**src/rtl/axi_lite_req_arbiter.sv**
```systemverilog
// Two-requester arbiter in front of a single AXI4-Lite master port.
// One transaction is in flight at a time; results return as a one-cycle done pulse.
module axi_lite_req_arbiter #(
    parameter int RR_EN = 1
) (
    input  logic        axi_clk,
    input  logic        axi_resetn,

    input  logic        req0_valid,
    input  logic        req0_we,
    input  logic [31:0] req0_addr,
    input  logic [31:0] req0_wdata,
    input  logic [3:0]  req0_wstrb,
    output logic        req0_done,
    output logic [31:0] req0_rdata,
    output logic [1:0]  req0_resp,

    input  logic        req1_valid,
    input  logic        req1_we,
    input  logic [31:0] req1_addr,
    input  logic [31:0] req1_wdata,
    input  logic [3:0]  req1_wstrb,
    output logic        req1_done,
    output logic [31:0] req1_rdata,
    output logic [1:0]  req1_resp,

    output logic [31:0] axi_awaddr,
    output logic        axi_awvalid,
    input  logic        axi_awready,
    output logic [31:0] axi_wdata,
    output logic [3:0]  axi_wstrb,
    output logic        axi_wvalid,
    input  logic        axi_wready,
    input  logic [1:0]  axi_bresp,
    input  logic        axi_bvalid,
    output logic        axi_bready,
    output logic [31:0] axi_araddr,
    output logic        axi_arvalid,
    input  logic        axi_arready,
    input  logic [31:0] axi_rdata,
    input  logic [1:0]  axi_rresp,
    input  logic        axi_rvalid,
    output logic        axi_rready,

    output logic        busy
);

    typedef enum logic [2:0] {
        IDLE         = 3'd0,
        WR_ADDR_DATA = 3'd1,
        WR_RESP      = 3'd2,
        RD_ADDR      = 3'd3,
        RD_DATA      = 3'd4
    } state_t;

    state_t      state_r, state_s;
    logic        grant_r, grant_s;
    logic        rr_ptr_r, rr_ptr_s;
    logic [31:0] addr_r, addr_s;
    logic [31:0] wdata_r, wdata_s;
    logic [3:0]  wstrb_r, wstrb_s;
    logic        awvalid_r, awvalid_s;
    logic        wvalid_r, wvalid_s;
    logic        bready_r, bready_s;
    logic        arvalid_r, arvalid_s;
    logic        rready_r, rready_s;
    logic        done0_r, done0_s;
    logic        done1_r, done1_s;
    logic [31:0] rdata0_r, rdata0_s;
    logic [31:0] rdata1_r, rdata1_s;
    logic [1:0]  resp0_r, resp0_s;
    logic [1:0]  resp1_r, resp1_s;
    logic        busy_r, busy_s;

    logic        win_s;
    logic        sel_we_s;
    logic [31:0] sel_addr_s;
    logic [31:0] sel_wdata_s;
    logic [3:0]  sel_wstrb_s;

    // Winner selection and command mux; rr_ptr_r names the requester owning priority on a tie.
    always_comb begin
        win_s = 1'b0;
        if (req0_valid && req1_valid) begin
            if (RR_EN != 0) begin
                win_s = rr_ptr_r;
            end else begin
                win_s = 1'b0;
            end
        end else if (req1_valid) begin
            win_s = 1'b1;
        end else begin
            win_s = 1'b0;
        end

        if (win_s) begin
            sel_we_s    = req1_we;
            sel_addr_s  = req1_addr;
            sel_wdata_s = req1_wdata;
            sel_wstrb_s = req1_wstrb;
        end else begin
            sel_we_s    = req0_we;
            sel_addr_s  = req0_addr;
            sel_wdata_s = req0_wdata;
            sel_wstrb_s = req0_wstrb;
        end
    end

    // Next-state and next-output logic; every output is registered from these values.
    always_comb begin
        state_s   = state_r;
        grant_s   = grant_r;
        rr_ptr_s  = rr_ptr_r;
        addr_s    = addr_r;
        wdata_s   = wdata_r;
        wstrb_s   = wstrb_r;
        awvalid_s = awvalid_r;
        wvalid_s  = wvalid_r;
        bready_s  = bready_r;
        arvalid_s = arvalid_r;
        rready_s  = rready_r;
        done0_s   = 1'b0;
        done1_s   = 1'b0;
        rdata0_s  = rdata0_r;
        rdata1_s  = rdata1_r;
        resp0_s   = resp0_r;
        resp1_s   = resp1_r;

        case (state_r)
            IDLE: begin
                if (req0_valid || req1_valid) begin
                    grant_s  = win_s;
                    rr_ptr_s = ~win_s;
                    addr_s   = sel_addr_s;
                    wdata_s  = sel_wdata_s;
                    wstrb_s  = sel_wstrb_s;
                    if (sel_we_s) begin
                        state_s   = WR_ADDR_DATA;
                        awvalid_s = 1'b1;
                        wvalid_s  = 1'b1;
                    end else begin
                        state_s   = RD_ADDR;
                        arvalid_s = 1'b1;
                    end
                end else begin
                    state_s = IDLE;
                end
            end
            WR_ADDR_DATA: begin
                // AW and W retire independently; leave once both have handshaken.
                if (awvalid_r && axi_awready) begin
                    awvalid_s = 1'b0;
                end else begin
                    awvalid_s = awvalid_r;
                end
                if (wvalid_r && axi_wready) begin
                    wvalid_s = 1'b0;
                end else begin
                    wvalid_s = wvalid_r;
                end
                if (!awvalid_s && !wvalid_s) begin
                    state_s  = WR_RESP;
                    bready_s = 1'b1;
                end else begin
                    state_s = WR_ADDR_DATA;
                end
            end
            WR_RESP: begin
                if (axi_bvalid && bready_r) begin
                    state_s  = IDLE;
                    bready_s = 1'b0;
                    if (grant_r) begin
                        resp1_s = axi_bresp;
                        done1_s = 1'b1;
                    end else begin
                        resp0_s = axi_bresp;
                        done0_s = 1'b1;
                    end
                end else begin
                    state_s = WR_RESP;
                end
            end
            RD_ADDR: begin
                if (arvalid_r && axi_arready) begin
                    state_s   = RD_DATA;
                    arvalid_s = 1'b0;
                    rready_s  = 1'b1;
                end else begin
                    state_s = RD_ADDR;
                end
            end
            RD_DATA: begin
                if (axi_rvalid && rready_r) begin
                    state_s  = IDLE;
                    rready_s = 1'b0;
                    if (grant_r) begin
                        rdata1_s = axi_rdata;
                        resp1_s  = axi_rresp;
                        done1_s  = 1'b1;
                    end else begin
                        rdata0_s = axi_rdata;
                        resp0_s  = axi_rresp;
                        done0_s  = 1'b1;
                    end
                end else begin
                    state_s = RD_DATA;
                end
            end
            default: begin
                state_s   = IDLE;
                awvalid_s = 1'b0;
                wvalid_s  = 1'b0;
                bready_s  = 1'b0;
                arvalid_s = 1'b0;
                rready_s  = 1'b0;
            end
        endcase

        busy_s = (state_s != IDLE);
    end

    // State and output registers with synchronous active-low reset.
    always_ff @(posedge axi_clk) begin
        if (!axi_resetn) begin
            state_r   <= IDLE;
            grant_r   <= 1'b0;
            rr_ptr_r  <= 1'b0;
            addr_r    <= 32'h0000_0000;
            wdata_r   <= 32'h0000_0000;
            wstrb_r   <= 4'h0;
            awvalid_r <= 1'b0;
            wvalid_r  <= 1'b0;
            bready_r  <= 1'b0;
            arvalid_r <= 1'b0;
            rready_r  <= 1'b0;
            done0_r   <= 1'b0;
            done1_r   <= 1'b0;
            rdata0_r  <= 32'h0000_0000;
            rdata1_r  <= 32'h0000_0000;
            resp0_r   <= 2'b00;
            resp1_r   <= 2'b00;
            busy_r    <= 1'b0;
        end else begin
            state_r   <= state_s;
            grant_r   <= grant_s;
            rr_ptr_r  <= rr_ptr_s;
            addr_r    <= addr_s;
            wdata_r   <= wdata_s;
            wstrb_r   <= wstrb_s;
            awvalid_r <= awvalid_s;
            wvalid_r  <= wvalid_s;
            bready_r  <= bready_s;
            arvalid_r <= arvalid_s;
            rready_r  <= rready_s;
            done0_r   <= done0_s;
            done1_r   <= done1_s;
            rdata0_r  <= rdata0_s;
            rdata1_r  <= rdata1_s;
            resp0_r   <= resp0_s;
            resp1_r   <= resp1_s;
            busy_r    <= busy_s;
        end
    end

    assign axi_awaddr  = addr_r;
    assign axi_awvalid = awvalid_r;
    assign axi_wdata   = wdata_r;
    assign axi_wstrb   = wstrb_r;
    assign axi_wvalid  = wvalid_r;
    assign axi_bready  = bready_r;
    assign axi_araddr  = addr_r;
    assign axi_arvalid = arvalid_r;
    assign axi_rready  = rready_r;
    assign req0_done   = done0_r;
    assign req0_rdata  = rdata0_r;
    assign req0_resp   = resp0_r;
    assign req1_done   = done1_r;
    assign req1_rdata  = rdata1_r;
    assign req1_resp   = resp1_r;
    assign busy        = busy_r;

endmodule
```
**config.mk**
```make
export PLATFORM = sky130hd
export DESIGN_NAME = axi_lite_req_arbiter
export DESIGN_NICKNAME = d
export VERILOG_FILES = /design/src/rtl/axi_lite_req_arbiter.sv
export SDC_FILE = /design/constraint.sdc
export NUM_CORES = 1
export LEC_CHECK = 0
export CAP_MARGIN = 20
export CORE_MARGIN = 10
export CORE_UTILIZATION = 37
export DETAILED_ROUTE_END_ITERATION = 7
export PLACE_DENSITY = 0.86
export SYNTH_ARGS = -nofsm -noshare
export SYNTH_HDL_FRONTEND = slang
export SYNTH_SLANG_ARGS = --single-unit
```
**constraint.sdc**
```tcl
create_clock -name axi_clk -period 2.5 [get_ports axi_clk]
set_input_delay 0.375 -clock axi_clk [delete_from_list [all_inputs] [get_ports axi_clk]]
set_output_delay 0.375 -clock axi_clk [all_outputs]
set_load 0.1 [all_outputs]
```
Word-level counts from Yosys, hierarchy flattened
Cells that the tools add are included.

Bitwise logic cells: 6. Multiplexer cells: 49. Equality and inequality tests: 15. Reduce and logical (&&, ||, !) cells: 26.

Operator list (number): two-way mux 32 bit (2); two-way mux 1 bit (22); two-way mux 2 bit (11); inequality test 2 bit (second input constant) (11); one-hot mux 1 bit (3 select lines) (5); one-hot mux 3 bit (5 select lines) (1); AND reduction 3 bit (5); OR reduction 3 bit (4); AND reduction 5 bit (2); two-way mux 3 bit (3); one-hot mux 2 bit (2 select lines) (2); logical AND 1 bit (7); equality test 3 x 2 -> 1 bit (second input constant) (2); inverter 1 bit (6); two-way mux 4 bit (1); one-hot mux 1 bit (2 select lines) (2); AND reduction 4 bit (1); equality test 3 x 1 -> 1 bit (second input constant) (1); equality test 3 bit (second input constant) (1); logical NOT 3 bit (1); nonzero test 3 bit (1); logical NOT 1 bit (2); AND reduction 2 bit (1); nonzero test 2 bit (1); logical OR 1 bit (1).

Bits in registers: 149. Bits of input ports: 183.

Longest topological paths before layout
Word-level depth: 8. Gate-level depth with buffers: 7.

Worst setup path after synthesis
No wires, ideal clock.

Kind: reg2reg. From: register rready_r (netlist: axi_rready). To: register rdata0_r[15] (netlist: req0_rdata[15]). Required time: 2.368 ns. Clock period less this slack: 2.173 ns. Buffers on the path: 2. Arrival: 2.041 ns. Stages on the path, launching flop included: 7. Slack: 0.327 ns. Cells stage by stage: dfxtp_1 -> nand2_1 -> or3b_1 -> clkbuf_1 -> clkbuf_1 -> nand2_1 -> a21oi_1.

Longest elaborated chain between the ends: 2.

Ends and longest elaborated chain: start, declared (RTL line 66) `logic rready_r, rready_s;`; start signal, assigned (RTL line 254) `rready_r <= rready_s;`; logical AND 1 bit (RTL line 193) `if (axi_rvalid && rready_r) begin`; AND reduction 3 bit (no line); end signal, assigned (RTL line 257) `rdata0_r <= rdata0_s;`; end, declared (RTL line 69) `logic [31:0] rdata0_r, rdata0_s;`.

Every way passes these cells. A chain may end at the register's enable or synchronous reset.

Final worst setup path
From: register state_r[2]. To: register wdata_r[3] (netlist: axi_wdata[3]).

Longest elaborated chain between the ends: 2.

Ends and longest elaborated chain: start, declared (RTL line 56) `state_t state_r, state_s;`; start signal, assigned (RTL line 244) `state_r <= state_s;`; logical NOT 3 bit (RTL line 129) `case (state_r)`; AND reduction 2 bit (no line); end signal, assigned (RTL line 248) `wdata_r <= wdata_s;`; end, declared (RTL line 60) `logic [31:0] wdata_r, wdata_s;`.

Every way passes these cells.

==> flow_metrics.tcl <==
set metrics [dict create \
    hold_class "register to register" \
    holdPathStages 2 \
    yosysUniqueCellTypes 44 \
    layout-drive-gt1-share_pct 23.60 \
    grt_pass1_vias 6158 \
    die_w_um 144.9 \
    seq_power_share_pct 30.6 \
    die_y_um 144.9 \
    hold_buffers 0 \
    rr_startpoint "state_r[2]" \
    cts_buffers 17 \
    nets 1136 \
    min_from "req1_rdata[24]" \
    rows 45 \
    outcome "finished, violations left" \
    pre_cts_slack_ns 0.2830 \
    first_pass_iters 8 \
    synth_cells 652 \
    crit_arrival_ns 2.57 \
    final_area_mm2 0.009408 \
    overflow 0 \
    drt-vias-per-instance 5.306 \
    wirelength_um 24090 \
    use_met1_pct 22.45 \
    p_clk_share_pct 26.6 \
    core_mm2 0.01526 \
    endpoint_kind "register" \
    postCtsResizedCells 0 \
    path_clk_slew_ns 0.07 \
    placed_area_mm2 0.008837 \
    fillers 1294 \
    clk_latency_ns 0.43 \
    register_area_mm2 0.002983 \
    power_leakage_nw 3.786 \
    holdPathEnd "req1_rdata[24]" \
    hpwl_um 18010 \
    path_class "register to register" \
    drtIter0Drc 568 \
    ys_ff_latch 149 \
    slew_headroom_pct 60.13 \
    root_buffer "clkbuf_16" \
    instances_no_fill 1183 \
    postCtsSetupRepairBufs 0 \
    cts.sinks 149 \
    powerDensity_mw_per_mm2 969.1 \
    busiest_layer "met2" \
    use_met3_pct 10.17 \
    grt_use_total_pct 21.12 \
    worst_slew_pin_slew_ns 0.5935 \
    cts_tree "built" \
    drt-wirelength-per-cell_um 20.36 \
    netSwitchingPower_w 0.004207 \
    htree_num_levels 4 \
    ys_async_sr_fraction_pct 0 \
    fin_setup_tns_ns 0 \
    reg2reg_to "axi_wdata[3]" \
    fp.dieArea_mm2 0.02099 \
    drt_drc_violations_left 7 \
    dp_cells 1145 \
    synth-edff-count 0 \
    start_util_pct 37.81 \
    ys_seq_area_share_pct 51.70 \
    grt_start_max_net_pins 75 \
    vias 6277 \
    gr-usage-met2_pct 35.12 \
    rsz0062_at_grt "false" \
    port_buffers 358 \
    ys.flop_type "dfxtp_1" \
    synth_area_leaders "dfxtp_1 52%, a222oi_1 12%, nand2_1 8.5%, a21oi_1 6.7%, nor2_1 4.9%" \
    drv_cap 0 \
    rrSetupSlack_ns 0.24 \
    yosysWarnings 0 \
    layout_setup_ws_ns 0.2399 \
    grt_pass1_wl_um 34150 \
    drv_slew 0 \
    grt_antenna_before_repair 5 \
    start_kind "register" \
    failed_checks "design-rule violations" \
    synth_area_leader_cell "dfxtp_1" \
    critPathMaxFanout 74 \
    max-vdd-ir-drop_uv 807.2 \
    multiInputGateArea_mm2 0.002266 \
    setup_violations 0 \
    syn_nets 835 \
    area_growth_pct 63.07 \
    combPwrFrac_pct 42.9 \
    clock_skew_ns 0.01278 \
    period_needed_ns 2.260 \
    mostFrequentLayoutCell "buf_4" \
    hold_viol_final 0 \
    sw_frac_of_total_pct 46.14 \
    final_util_pct 61.66 \
    r2r_cells 5 \
    drtAntennaViolNets 0 \
    place_congestion 0.8912 \
    netlist_area_mm2 0.005769 \
    fin_crit_sh_pct 90.40 \
    final_cell_mix "183 x buf_4, 182 x clkdlybuf4s50_1, 149 x dfxtp_1, 131 x nand2_1, 77 x a21oi_1" \
    io_pins 359 \
    cts_buffer_depth 2 \
    synth_top_area_share_pct 51.70 \
    cp.required_ns 2.81 \
    p_int_w 0.004910 \
    clock.fmax_mhz 442.5 \
    avgSynthCellArea_um2 8.849 \
]
[worst max-delay path, stage by stage (launching register included)]
cell and delay [ns]:
dfxtp_1 0.43, or3_1 0.56, or2_2 0.37, buf_12 0.20, a222oi_1 0.45, nor2_1 0.07
[kinds of logic after synthesis]
| family | Yosys count | share of synthesized area [%] |
|---|---|---|
| compound gates | 168 | 21.56 |
| buf+inv | 95 | 9.347 |
| flops | 149 | 51.70 |
| mux | 2 | 0.3903 |
| simple gates | 238 | 17.00 |
[stage by stage]
| stage | total power [W] | hold WS [ns] |
|---|---|---|
| final | 0.009117 | 0.4544 |
| after global routing | 0.009427 | 0.4716 |
| after CTS | 0.009150 | 0.4564 |
| after floorplan | 0.005842 | 0.5084 |
| after global placement | 0.006696 | 0.4421 |
| after detailed placement | 0.006728 | 0.4472 |
[cell usage after synthesis, types with 2 or more instances]
cell type / number
a222oi_1: 68
buf_4: 32
buf_2: 8
buf_6: 7
nor2b_1: 2
mux2_1: 2
or3_1: 3
dfxtp_1: 149
o211ai_1: 2
a32oi_1: 2
o211a_1: 3
a41oi_1: 2
nor3_1: 11
clkbuf_1: 41
o21ai_0: 5
nor2_1: 76
nand2_1: 131
a21oi_1: 77
inv_1: 3
o22ai_1: 2
inv_2: 3
[power by group through the flow]
stage	clock network (W)	logic, W	registers (W)
after global placement	0	0.00388	0.00282
final	0.00242	0.00391	0.00279
after global routing	0.00258	0.00404	0.00281
after CTS	0.00246	0.00391	0.00278
after floorplan	0	0.00155	0.00429
after detailed placement	0	0.00390	0.00283
[how the worst max path moves through the flow]
stage                    start        endpoint  slack [ns]  cells after the start
floorplan           axi_rready  req0_rdata[15]        0.33                      6
global placement    req1_valid  axi_araddr[17]        0.38                      6
detailed placement  req1_valid    axi_wdata[3]        0.28                      6
CTS                 state_r[2]   axi_araddr[6]        0.30                      5
global route        state_r[2]  axi_araddr[30]        0.17                      5
finish              state_r[2]    axi_wdata[3]        0.24                      5
[per-layer routing]
layer | share of wire (%) | wire, um
met3 | 14 | 3288
met5 | 0.071 | 17
met1 | 35 | 8475
met2 | 49 | 11830
met4 | 2.0 | 471
[layout make-up]
cell class / count / area share [%]
Timing Repair Buffer: 370 / 35.03
Sequential cell: 149 / 31.71
Multi-Input combinational cell: 408 / 24.09
Clock buffer: 18 / 4.668
Tap cell: 211 / 2.806
Clock inverter: 14 / 1.237
Inverter: 7 / 0.3059
Antenna cell: 6 / 0.1596
[state kept, by name, indices dropped and copies added (netlist names), 2 cells and up]
| name | flops |
|---|---|
| axi_araddr | 32 |
| req0_resp | 2 |
| req1_resp | 2 |
| axi_wdata | 32 |
| req1_rdata | 32 |
| axi_wstrb | 4 |
| state_r | 3 |
| req0_rdata | 32 |
Power figures use the tool's default switching activity.
